[src/rtl/best_score_table_ctrl.sv]
// Keeps a sorted table of the DEPTH lowest scores in the register file by
// bubble-swap insertion. It also clears the table and shares the read port with the display.
module best_score_table_ctrl #(
    parameter int unsigned DEPTH = 4,
    parameter int unsigned BASE  = 1,
    parameter logic [12:0] EMPTY = 13'h1FFF
) (
    input  logic        Clock,
    input  logic        CLRN,
    input  logic        insert_valid,
    input  logic [12:0] insert_score,
    output logic        insert_ready,
    input  logic        clear_req,
    output logic [2:0]  rf_read_addr,
    input  logic [12:0] rf_read_data,
    output logic        rf_write_en,
    output logic [2:0]  rf_write_addr,
    output logic [12:0] rf_write_data,
    input  logic [2:0]  disp_addr,
    output logic [12:0] disp_data,
    output logic        disp_valid,
    output logic        busy,
    output logic        done,
    output logic [2:0]  rank
);

    localparam logic [1:0] IDLE  = 2'd0;
    localparam logic [1:0] CLEAR = 2'd1;
    localparam logic [1:0] SCAN  = 2'd2;
    localparam logic [1:0] DONE  = 2'd3;

    localparam logic [2:0] LAST_IDX  = 3'(DEPTH - 1);
    localparam logic [2:0] BASE_ADDR = 3'(BASE);

    logic [1:0]  state;
    logic [2:0]  idx;
    logic [12:0] carry;
    logic [2:0]  slotAddr;
    logic        takeSlot;
    logic        lastIdx;

    assign slotAddr = BASE_ADDR + idx;
    assign lastIdx  = (idx == LAST_IDX);
    // Strict compare: an equal score passes by, so ties rank after the existing entry.
    assign takeSlot = (state == SCAN) && (carry < rf_read_data);

    assign insert_ready = (state == IDLE) && !clear_req;
    assign busy         = (state != IDLE);
    assign done         = (state == DONE);

    always_comb begin
        rf_read_addr  = (state == SCAN) ? slotAddr : disp_addr;
        rf_write_en   = 1'b0;
        rf_write_addr = slotAddr;
        rf_write_data = carry;
        case (state)
            CLEAR: begin
                rf_write_en   = 1'b1;
                rf_write_data = EMPTY;
            end
            SCAN:    rf_write_en = takeSlot;
            default: rf_write_en = 1'b0;
        endcase
    end

    always_ff @(posedge Clock or negedge CLRN) begin
        if (!CLRN) begin
            state      <= IDLE;
            idx        <= '0;
            carry      <= '0;
            rank       <= '0;
            disp_data  <= '0;
            disp_valid <= 1'b0;
        end else begin
            disp_valid <= 1'b0;
            case (state)
                IDLE: begin
                    disp_data  <= rf_read_data;
                    disp_valid <= 1'b1;
                    if (clear_req) begin
                        idx   <= '0;
                        state <= CLEAR;
                    end else if (insert_valid) begin
                        carry <= insert_score;
                        rank  <= '0;
                        idx   <= '0;
                        state <= SCAN;
                    end
                end
                CLEAR: begin
                    idx <= lastIdx ? '0 : idx + 3'd1;
                    if (lastIdx) state <= DONE;
                end
                SCAN: begin
                    // The displaced entry becomes the new carry; the final carry falls off the table.
                    if (takeSlot) begin
                        carry <= rf_read_data;
                        if (rank == '0) rank <= idx + 3'd1;
                    end
                    idx <= lastIdx ? '0 : idx + 3'd1;
                    if (lastIdx) state <= DONE;
                end
                DONE:    state <= IDLE;
                default: state <= IDLE;
            endcase
        end
    end

endmodule

[config.mk]
export PLATFORM = sky130hd
export DESIGN_NAME = best_score_table_ctrl
export DESIGN_NICKNAME = d
export VERILOG_FILES = /design/src/rtl/best_score_table_ctrl.sv
export SDC_FILE = /design/constraint.sdc
export NUM_CORES = 1
export LEC_CHECK = 0
export CAP_MARGIN = 20
export CORE_MARGIN = 2
export CORE_UTILIZATION = 45
export DETAILED_ROUTE_END_ITERATION = 6
export GPL_ROUTABILITY_DRIVEN = 1
export PLACE_DENSITY = 0.81
export REMOVE_ABC_BUFFERS = 1
export SETUP_SLACK_MARGIN = 0.2
export SLEW_MARGIN = 20
export SYNTH_ARGS = -nofsm -noshare
export SYNTH_HDL_FRONTEND = slang
export SYNTH_SLANG_ARGS = --single-unit
[constraint.sdc]
create_clock -name Clock -period 3.1 [get_ports Clock]
set_input_delay 0.31 -clock Clock [delete_from_list [all_inputs] [get_ports Clock]]
set_output_delay 0.31 -clock Clock [all_outputs]
set_load 0.01 [all_outputs]
# After elaboration in Yosys (flattened, before gate mapping)
# Index checks and enable logic that the tools add are counted.
[totals]
reg_bits = 35
in_bits = 33
out_inout_bits = 40
word_cells = 51
[op_classes]
add_sub_neg = 1
magnitude_cmp = 1
n_eq_ne = 10
mux = 20
reduce_logical = 13
[ops]
columns = ["op", "count"]
rows = [
  ["13-bit 2-to-1 mux", 4],
  ["13-bit case mux with 2 select lines", 1],
  ["3-bit 2-to-1 mux", 7],
  ["13-bit < comparator", 1],
  ["3-bit case mux with 2 select lines", 2],
  ["2-bit 2-to-1 mux", 3],
  ["2-bit != test, second input constant", 3],
  ["2-bit case mux with 3 select lines", 1],
  ["2-bit nonzero test", 3],
  ["5-bit AND reduction", 1],
  ["2-bit equality test, second input constant", 2],
  ["2-bit by 1-bit != test with 1-bit output, second input constant", 2],
  ["2-bit AND reduction", 2],
  ["4-bit AND reduction", 1],
  ["3-bit by 1-bit adder with 3-bit output, second input constant", 1],
  ["3-bit by 2-bit equality test with 1-bit output, second input constant", 1],
  ["3-bit zero test", 1],
  ["3-bit != test, second input constant", 1],
  ["2-bit by 1-bit equality test with 1-bit output, second input constant", 1],
  ["1-bit logical AND", 2],
  ["2-bit zero test", 1],
  ["1-bit case mux with 2 select lines", 1],
  ["2-bit OR reduction", 1],
  ["1-bit zero test", 1],
  ["1-bit 2-to-1 mux", 1],
]

# Depth between registers and ports, before layout
# Gate-level depths: netlist of the first run.
[depth]
depth_word = 4
mapped_depth = 10
ltp_nobuf = 8

# Worst setup path before layout of the first run
# Ideal clock, no wire load.
[synth_timing]
kind = "register to register"
from = "register carry[8]"
to = "register rank[0]"
setup_time_ns = 0.110
t_arrival_ns = 2.003
required_ns = 2.990
slack_ns = 0.986
path_stages_with_launch = 8
n_path_buf = 1
synth_period_minus_slack_ns = 2.114
cell_sequence = "dfrtp_1 ha_1 a21oi_2 o221ai_1 or2_1 buf_6 or4_4 o41ai_1"
[synth_between]
elab_chain_cells = 4
[synth_rtl]
columns = ["element", "line_no", "rtl"]
rows = [
  ["start, declared", "37", "logic [12:0] carry;"],
  ["start signal, assigned", "84", "carry <= insert_score;"],
  ["start signal, assigned", "97", "carry <= rf_read_data;"],
  ["13-bit < comparator", "45", "assign takeSlot = (state == SCAN) && (carry < rf_read_data);"],
  ["1-bit logical AND", "45", ""],
  ["2-bit != test (no source line)", "-", ""],
  ["5-bit AND reduction (no source line)", "-", ""],
  ["end signal, assigned", "98", "if (rank == '0) rank <= idx + 3'd1;"],
  ["end, declared", "24", "output logic [2:0] rank"],
]
# No other way between the ends.
# A chain may end at the register's enable or synchronous reset.

# Worst setup path after layout of the first run
[layout_timing]
from = "register state[1]"
to = "output port insert_ready"
[layout_between]
elab_chain_cells = 2
[layout_rtl]
columns = ["element", "line_no", "rtl"]
rows = [
  ["start, declared", "35", "logic [1:0] state;"],
  ["start signal, assigned", "68", "state <= IDLE;"],
  ["start signal, assigned", "82", "state <= CLEAR;"],
  ["start signal, assigned", "87", "state <= SCAN;"],
  ["2-bit zero test", "47", "assign insert_ready = (state == IDLE) && !clear_req;"],
  ["1-bit logical AND", "47", ""],
  ["end, declared", "12", "output logic insert_ready,"],
]
# No other way between the ends.

==> impl_metrics.py, run 1 <==
metrics = {
    "power": {
        "leakagePower_nw": 1.49,
        "irDropWorstVdd_mv": 0.448,
        "power_density_mw_per_mm2": 1050,
    },
    "sta": {
        "hold_viol": 0,
        "finalCritPeriodShare": 0.817,
        "slew_violations": 0,
        "holdWs_ns": 0.0945,
        "skew_ns": 0.00634,
        "worst_slew_pin_slew_ns": 0.803,
        "fin_ws_ns": 0.566,
        "relSlewSlack": 0.465,
        "post-route-min-period_ns": 2.53,
        "grt_setup_unrepaired": "false",
        "setup_violations": 0,
        "fmax_mhz": 395,
        "fin_setup_tns_ns": 0,
    },
    "logic_synthesis": {
        "synth_seq_cells": 35,
        "synth_cell_types": 34,
        "synth_top_area_frac": 0.353,
        "synth_flop_cell": "dfrtp_1",
        "syn_inst": 267,
        "synth_area_per_cell_sq_um": 9.30,
        "synth_area_leaders": "dfrtp_1 (35%), mux2_2 (13%), ha_1 (9.6%), a211o_1 (4.6%), a211oi_1 (4.2%)",
        "yosysWarnings": 0,
        "netlist_area_sq_mm": 0.00248,
        "yosysMostFrequentCell": "dfrtp_1",
        "synth_top_area_cell": "dfrtp_1",
        "netlist_top_cells_count": "dfrtp_1 (35), mux2_2 (29), inv_1 (21)",
        "synth_seq_area_share": 0.353,
        "async_flop_share": 1.00,
        "synth_edf_count": 0,
    },
    "place": {
        "dpl_cell_area_sq_mm": 0.00326,
        "port_buffers": 72,
        "pre_cts_slack_ns": 0.337,
        "hpwl_mm": 4.41,
        "place_inst": 400,
        "globalplace.congestion": 0.829,
    },
    "global_route": {
        "grt_usage": 0.206,
        "antenna_found_initial": 0,
        "overflow": 0,
        "grt_pass1_vias": 2255,
        "grt_first_pass_wirelength_mm": 10.2,
        "grt_max_degree": 36,
    },
    "clocking": {
        "cts_sinks": 35,
        "numCtsBuffers": 5,
        "clkTransAtPathRegs_ns": 0.08,
        "ctsLongestPathBuffers": 2,
        "clock_latency_ns": 0.29,
        "ctsHoldBuffers": 0,
        "htree_num_levels": 2,
        "cts_tree": "built",
        "root_buffer": "clkbuf_8",
    },
    "final_layout": {
        "fillers": 480,
        "fin_area_sq_mm": 0.00335,
        "nNetsFinal": 387,
        "seqCellArea_sq_um": 876,
        "layout.cells.non_filler": 408,
        "multiInputGateArea_sq_mm": 0.00145,
        "area_growth_pct": 34.8,
        "drive_above_1_share": 0.182,
        "insertedDiodeCount": 0,
    },
    "critical_path": {
        "worstPathRequired_ns": 2.79,
        "critPathMaxFanout": 11,
        "critical_path_class": "reg -> out",
        "crit-reg2reg-capture": "carry[3]",
        "crit_end": "insert_ready",
        "cp-start-kind": "register",
        "reg2reg_from": "state[1]",
        "critPathLaunch": "state[1]",
        "worst-r2r-cell-count": 8,
        "worst_setup_path_end_kind": "output port",
        "worstPathArrival_ns": 2.22,
        "ff2ff_setup_slack_ns": 0.61,
    },
    "route": {
        "drc": 0,
        "vias_per_cell": 5.52,
        "vias": 2253,
        "firstDrtPassIters": 5,
        "top_layer_used": "met4",
        "wl_met3_um": 283,
        "met2_length_mm": 3.01,
        "ant_nets": 0,
        "drt_iter0_markers": 110,
        "post_drt_wl_per_cell_um": 15.2,
        "routed_wl_mm": 6.20,
        "met1Wirelength_mm": 2.79,
    },
    "floorplan": {
        "start_util": 0.459,
        "core-area_sq_mm": 0.00541,
        "die_w_um": 78.3,
        "placementRows": 27,
        "ios": 73,
        "dieHeight_um": 78.3,
        "die_area_sq_mm": 0.00613,
    },
    "outcome": {
        "status": "complete, no violations",
    },
    "run": {
        "max-cap-violations": 0,
    },
    "hold_path": {
        "hold_path.class": "in -> async",
    },
}
==> kinds of logic after synthesis <==
kind of cell | share of synthesized area
fa+ha+maj | 0.0958
buf+inv | 0.0645
simple gates | 0.202
mux | 0.132
flops | 0.353
compound gates | 0.154
==> what timing repair did <==
item / in CTS / in global routing
endpoints found under the setup margin: 0 / 1
buffers inserted: 0 / 0
gates resized for setup: 0 / 1
==> layer usage <==
| layer | vias up | track usage |
|---|---|---|
| li1 | 1098 | - |
| met1 | 1081 | 0.251 |
| met2 | 58 | 0.354 |
| met3 | 16 | 0.0494 |
| met4 | 0 | 0.0772 |
| met5 | - | 0 |
==> critical path, cell delays in order (launching register included) <==
cell and delay [ns]:
dfrtp_1 0.41, inv_1 0.10, ha_1 0.48, nand2b_1 0.21
inv_1 0.18, clkdlybuf4s50_1 0.56
==> how the worst min path moves through the flow <==
stage                     from             to  slack [ns]
after floorplan           CLRN       carry[0]        0.01
after global placement    CLRN  disp_data[11]        0.44
after detailed placement  CLRN      carry[11]        0.45
after CTS                 CLRN      carry[11]        0.13
after global routing      CLRN  disp_data[10]        0.17
final                     CLRN      carry[11]        0.09
==> where the power goes <==
group	switching (mW)	total, mW	internal, mW
combinational	1.09	2.32	1.22
clock	0.176	0.330	0.154
sequential	0.174	0.860	0.686
==> layout make-up <==
type	instances	area share
inverters	21	0.0236
well taps	72	0.0269
clock inverters	3	0.00449
repair buffers	79	0.230
multi-input cells	193	0.432
flip-flops and latches	35	0.262
clock buffers	5	0.0206
==> flip-flops by register name, indices dropped and copies added, names as in the netlist <==
name and flops:
disp_valid 1, carry 13, disp_data 13, state 2, idx 3, rank 3
==> cell usage in the layout (no fill, tap or decap), types with 13 or more instances in the layout <==
cell type,instances
inv_1,21
a211oi_1,14
dfrtp_1,35
nor4_1,14
clkdlybuf4s50_1,70
mux2_2,29
nor2b_1,16
a211o_1,13
nor3_1,15
nor2_1,19
or2_2,13
ha_1,19
==> stage by stage <==
step | total power [mW] | utilization
6_report | 3.51 | 0.619
5_1_grt | 3.77 | 0.619
4_1_cts | 3.53 | 0.619
3_5_place_dp | 3.18 | 0.603
3_3_place_gp | 3.12 | 0.603
2_1_floorplan | 2.21 | -
Note: power is estimated with default switching activity, not from simulation.
==> inputs of run 2 (changes only) <==
Clock period 3.1 ns to 2.4 ns, I/O delays scaled along.
==> run 2 against run 1 <==
Compared with the run above:
- core utilization grew 6.2 points
- first-iteration DRC count up 18%
- sequential cell count is the same
- die area unchanged
- total power up 44%
- sequential share of layout area shrank 2.4 points
- non-clock buffer count rose by 14
- combinational power grew 51%
- final cell count up 3.4%
==> impl_metrics.py, run 2 (same netlist as run 1, synthesis figures left out) <==
metrics = {
    "final_layout": {
        "drive_above_1_share": 0.300,
        "fillers": 421,
        "multiInputGateArea_sq_mm": 0.00164,
        "seqCellArea_sq_um": 876,
        "final_common_cell": "clkdlybuf4s50_1",
        "nNetsFinal": 401,
        "reg.largest.list": "carry: 13 flops, disp_data: 13 flops",
        "layout.cells.non_filler": 422,
        "layout_common_cells": "clkdlybuf4s50_1 (61), dfrtp_1 (35), mux2_2 (29)",
        "insertedDiodeCount": 0,
        "area_growth_pct": 48.2,
        "fin_area_sq_mm": 0.00368,
    },
    "sta": {
        "setup_violations": 0,
        "grt_setup_unrepaired": "true",
        "fmax_mhz": 458,
        "finalCritPeriodShare": 0.910,
        "hold_viol": 0,
        "worst_slew_pin_slew_ns": 0.810,
        "slew_violations": 0,
        "skew_ns": 0.00877,
        "post-route-min-period_ns": 2.18,
        "relSlewSlack": 0.460,
    },
    "power": {
        "leakagePower_nw": 1.61,
        "p_sw_mw": 2.08,
        "intPower_mw": 2.97,
        "switching_share": 0.412,
        "power_frac_seq": 0.221,
        "combinationalPowerShare": 0.694,
        "power_density_mw_per_mm2": 1370,
        "clkPwrFrac": 0.085,
        "irDropWorstVdd_mv": 0.714,
    },
    "route": {
        "drc": 0,
        "firstDrtPassIters": 4,
        "vias_per_cell": 5.65,
        "drt_iter0_markers": 130,
        "routed_wl_mm": 6.90,
        "vias": 2386,
        "post_drt_wl_per_cell_um": 16.4,
        "met1Wirelength_mm": 2.95,
        "wl_met3_um": 269,
        "top_layer_used": "met4",
        "met2_length_mm": 3.63,
        "ant_nets": 0,
    },
    "global_route": {
        "grt_usage": 0.216,
        "grt_pass1_vias": 2332,
        "overflow": 0,
        "antenna_found_initial": 0,
        "grt_first_pass_wirelength_mm": 10.7,
        "grt_max_degree": 36,
    },
    "floorplan": {
        "core-area_sq_mm": 0.00541,
        "die_area_sq_mm": 0.00613,
        "start_util": 0.459,
        "ios": 73,
        "placementRows": 27,
        "dieHeight_um": 78.3,
        "die_w_um": 78.3,
    },
    "critical_path": {
        "worstPathArrival_ns": 1.94,
        "worst-r2r-cell-count": 7,
        "cp-start-kind": "register",
        "worstPathRequired_ns": 2.16,
        "cp_slowest_cell": "dfrtp_1",
        "crit_path_cell_trace": "ha_4 -> nand4_1 -> o221ai_2 -> nor2_2 -> a31oi_2 -> nor2b_1 -> buf_2",
        "worst_setup_path_end_kind": "output port",
        "max_stage_delay_ns": 0.43,
        "crit-reg2reg-capture": "carry[10]",
        "reg2reg_from": "carry[9]",
        "critical_path_class": "reg -> out",
        "critPathMaxFanout": 3,
        "ff2ff_setup_slack_ns": 0.25,
    },
    "place": {
        "port_buffers": 72,
        "dpl_cell_area_sq_mm": 0.00331,
        "place_inst": 405,
        "hpwl_mm": 4.40,
        "globalplace.congestion": 0.837,
    },
    "clocking": {
        "root_buffer": "clkbuf_8",
        "ctsLongestPathBuffers": 2,
        "htree_num_levels": 2,
        "cts_tree": "built",
        "numCtsBuffers": 5,
        "clock_latency_ns": 0.29,
        "ctsHoldBuffers": 0,
        "clkTransAtPathRegs_ns": 0.08,
        "cts_sinks": 35,
    },
    "run": {
        "max-cap-violations": 0,
    },
    "outcome": {
        "status": "complete, no violations",
    },
    "hold_path": {
        "hold_path.class": "in -> async",
    },
}
-- run 2: stage by stage --
step / setup TNS [ns] / setup WS, ns / hold WS (ns) / power [mW] / utilization
2_1_floorplan: -3.77 / -0.254 / -0.0556 / 2.85 / -
3_3_place_gp: -0.435 / -0.184 / 0.378 / 4.09 / 0.612
3_5_place_dp: -1.17 / -0.225 / 0.381 / 4.17 / 0.612
4_1_cts: 0 / 0.116 / 0.0613 / 4.77 / 0.643
5_1_grt: 0 / 0.152 / 0.104 / 5.41 / 0.681
6_report: 0 / 0.215 / 0.0336 / 5.06 / 0.681
-- run 2: repair_timing --
action,in CTS,in global routing
cloned,1,0
pin swaps,5,7
buffers inserted,2,6
gates resized for setup,20,27
setup endpoints to repair,19,31
-- run 2: worst max path at each step --
stage / start / end / slack, ns / cells after the start
after floorplan: state[0] / carry[0] / -0.25 / 7
after global placement: rf_read_data[11] / rf_write_en / -0.18 / 9
after detailed placement: rf_read_data[12] / rf_write_en / -0.22 / 9
after CTS: carry[12] / rf_write_en / 0.12 / 7
after global routing: carry[12] / rf_write_en / 0.15 / 7
final: carry[11] / rf_write_en / 0.22 / 7
-- run 2: metal layers --
layer	vias to the layer above	track usage
li1	1128	-
met1	1169	0.272
met2	82	0.388
met3	7	0.0310
met4	0	0.0579
met5	-	0
-- run 2: critical path: cells and delay by family, from the launching register on --
family          cells  cell delay [ns]
simple gates        3             0.35
buf+inv             1             0.13
compound gates      2             0.45
flops               1             0.43
fa+ha+maj           1             0.29
-- run 2: cell type report --
cell class,count,area share
clock inverters,2,0.00340
well taps,72,0.0245
clock buffers,6,0.0197
multi-input cells,193,0.445
flip-flops and latches,35,0.238
repair buffers,93,0.248
inverters,21,0.0214
-- run 2: power by group through the flow --
stage               Combinational (mW)  Clock, mW  Sequential (mW)
floorplan                         1.72          0             1.14
global placement                  2.98          0             1.11
detailed placement                3.05          0             1.12
CTS                               3.23      0.436             1.11
global route                      3.80      0.456             1.16
finish                            3.51      0.428             1.12
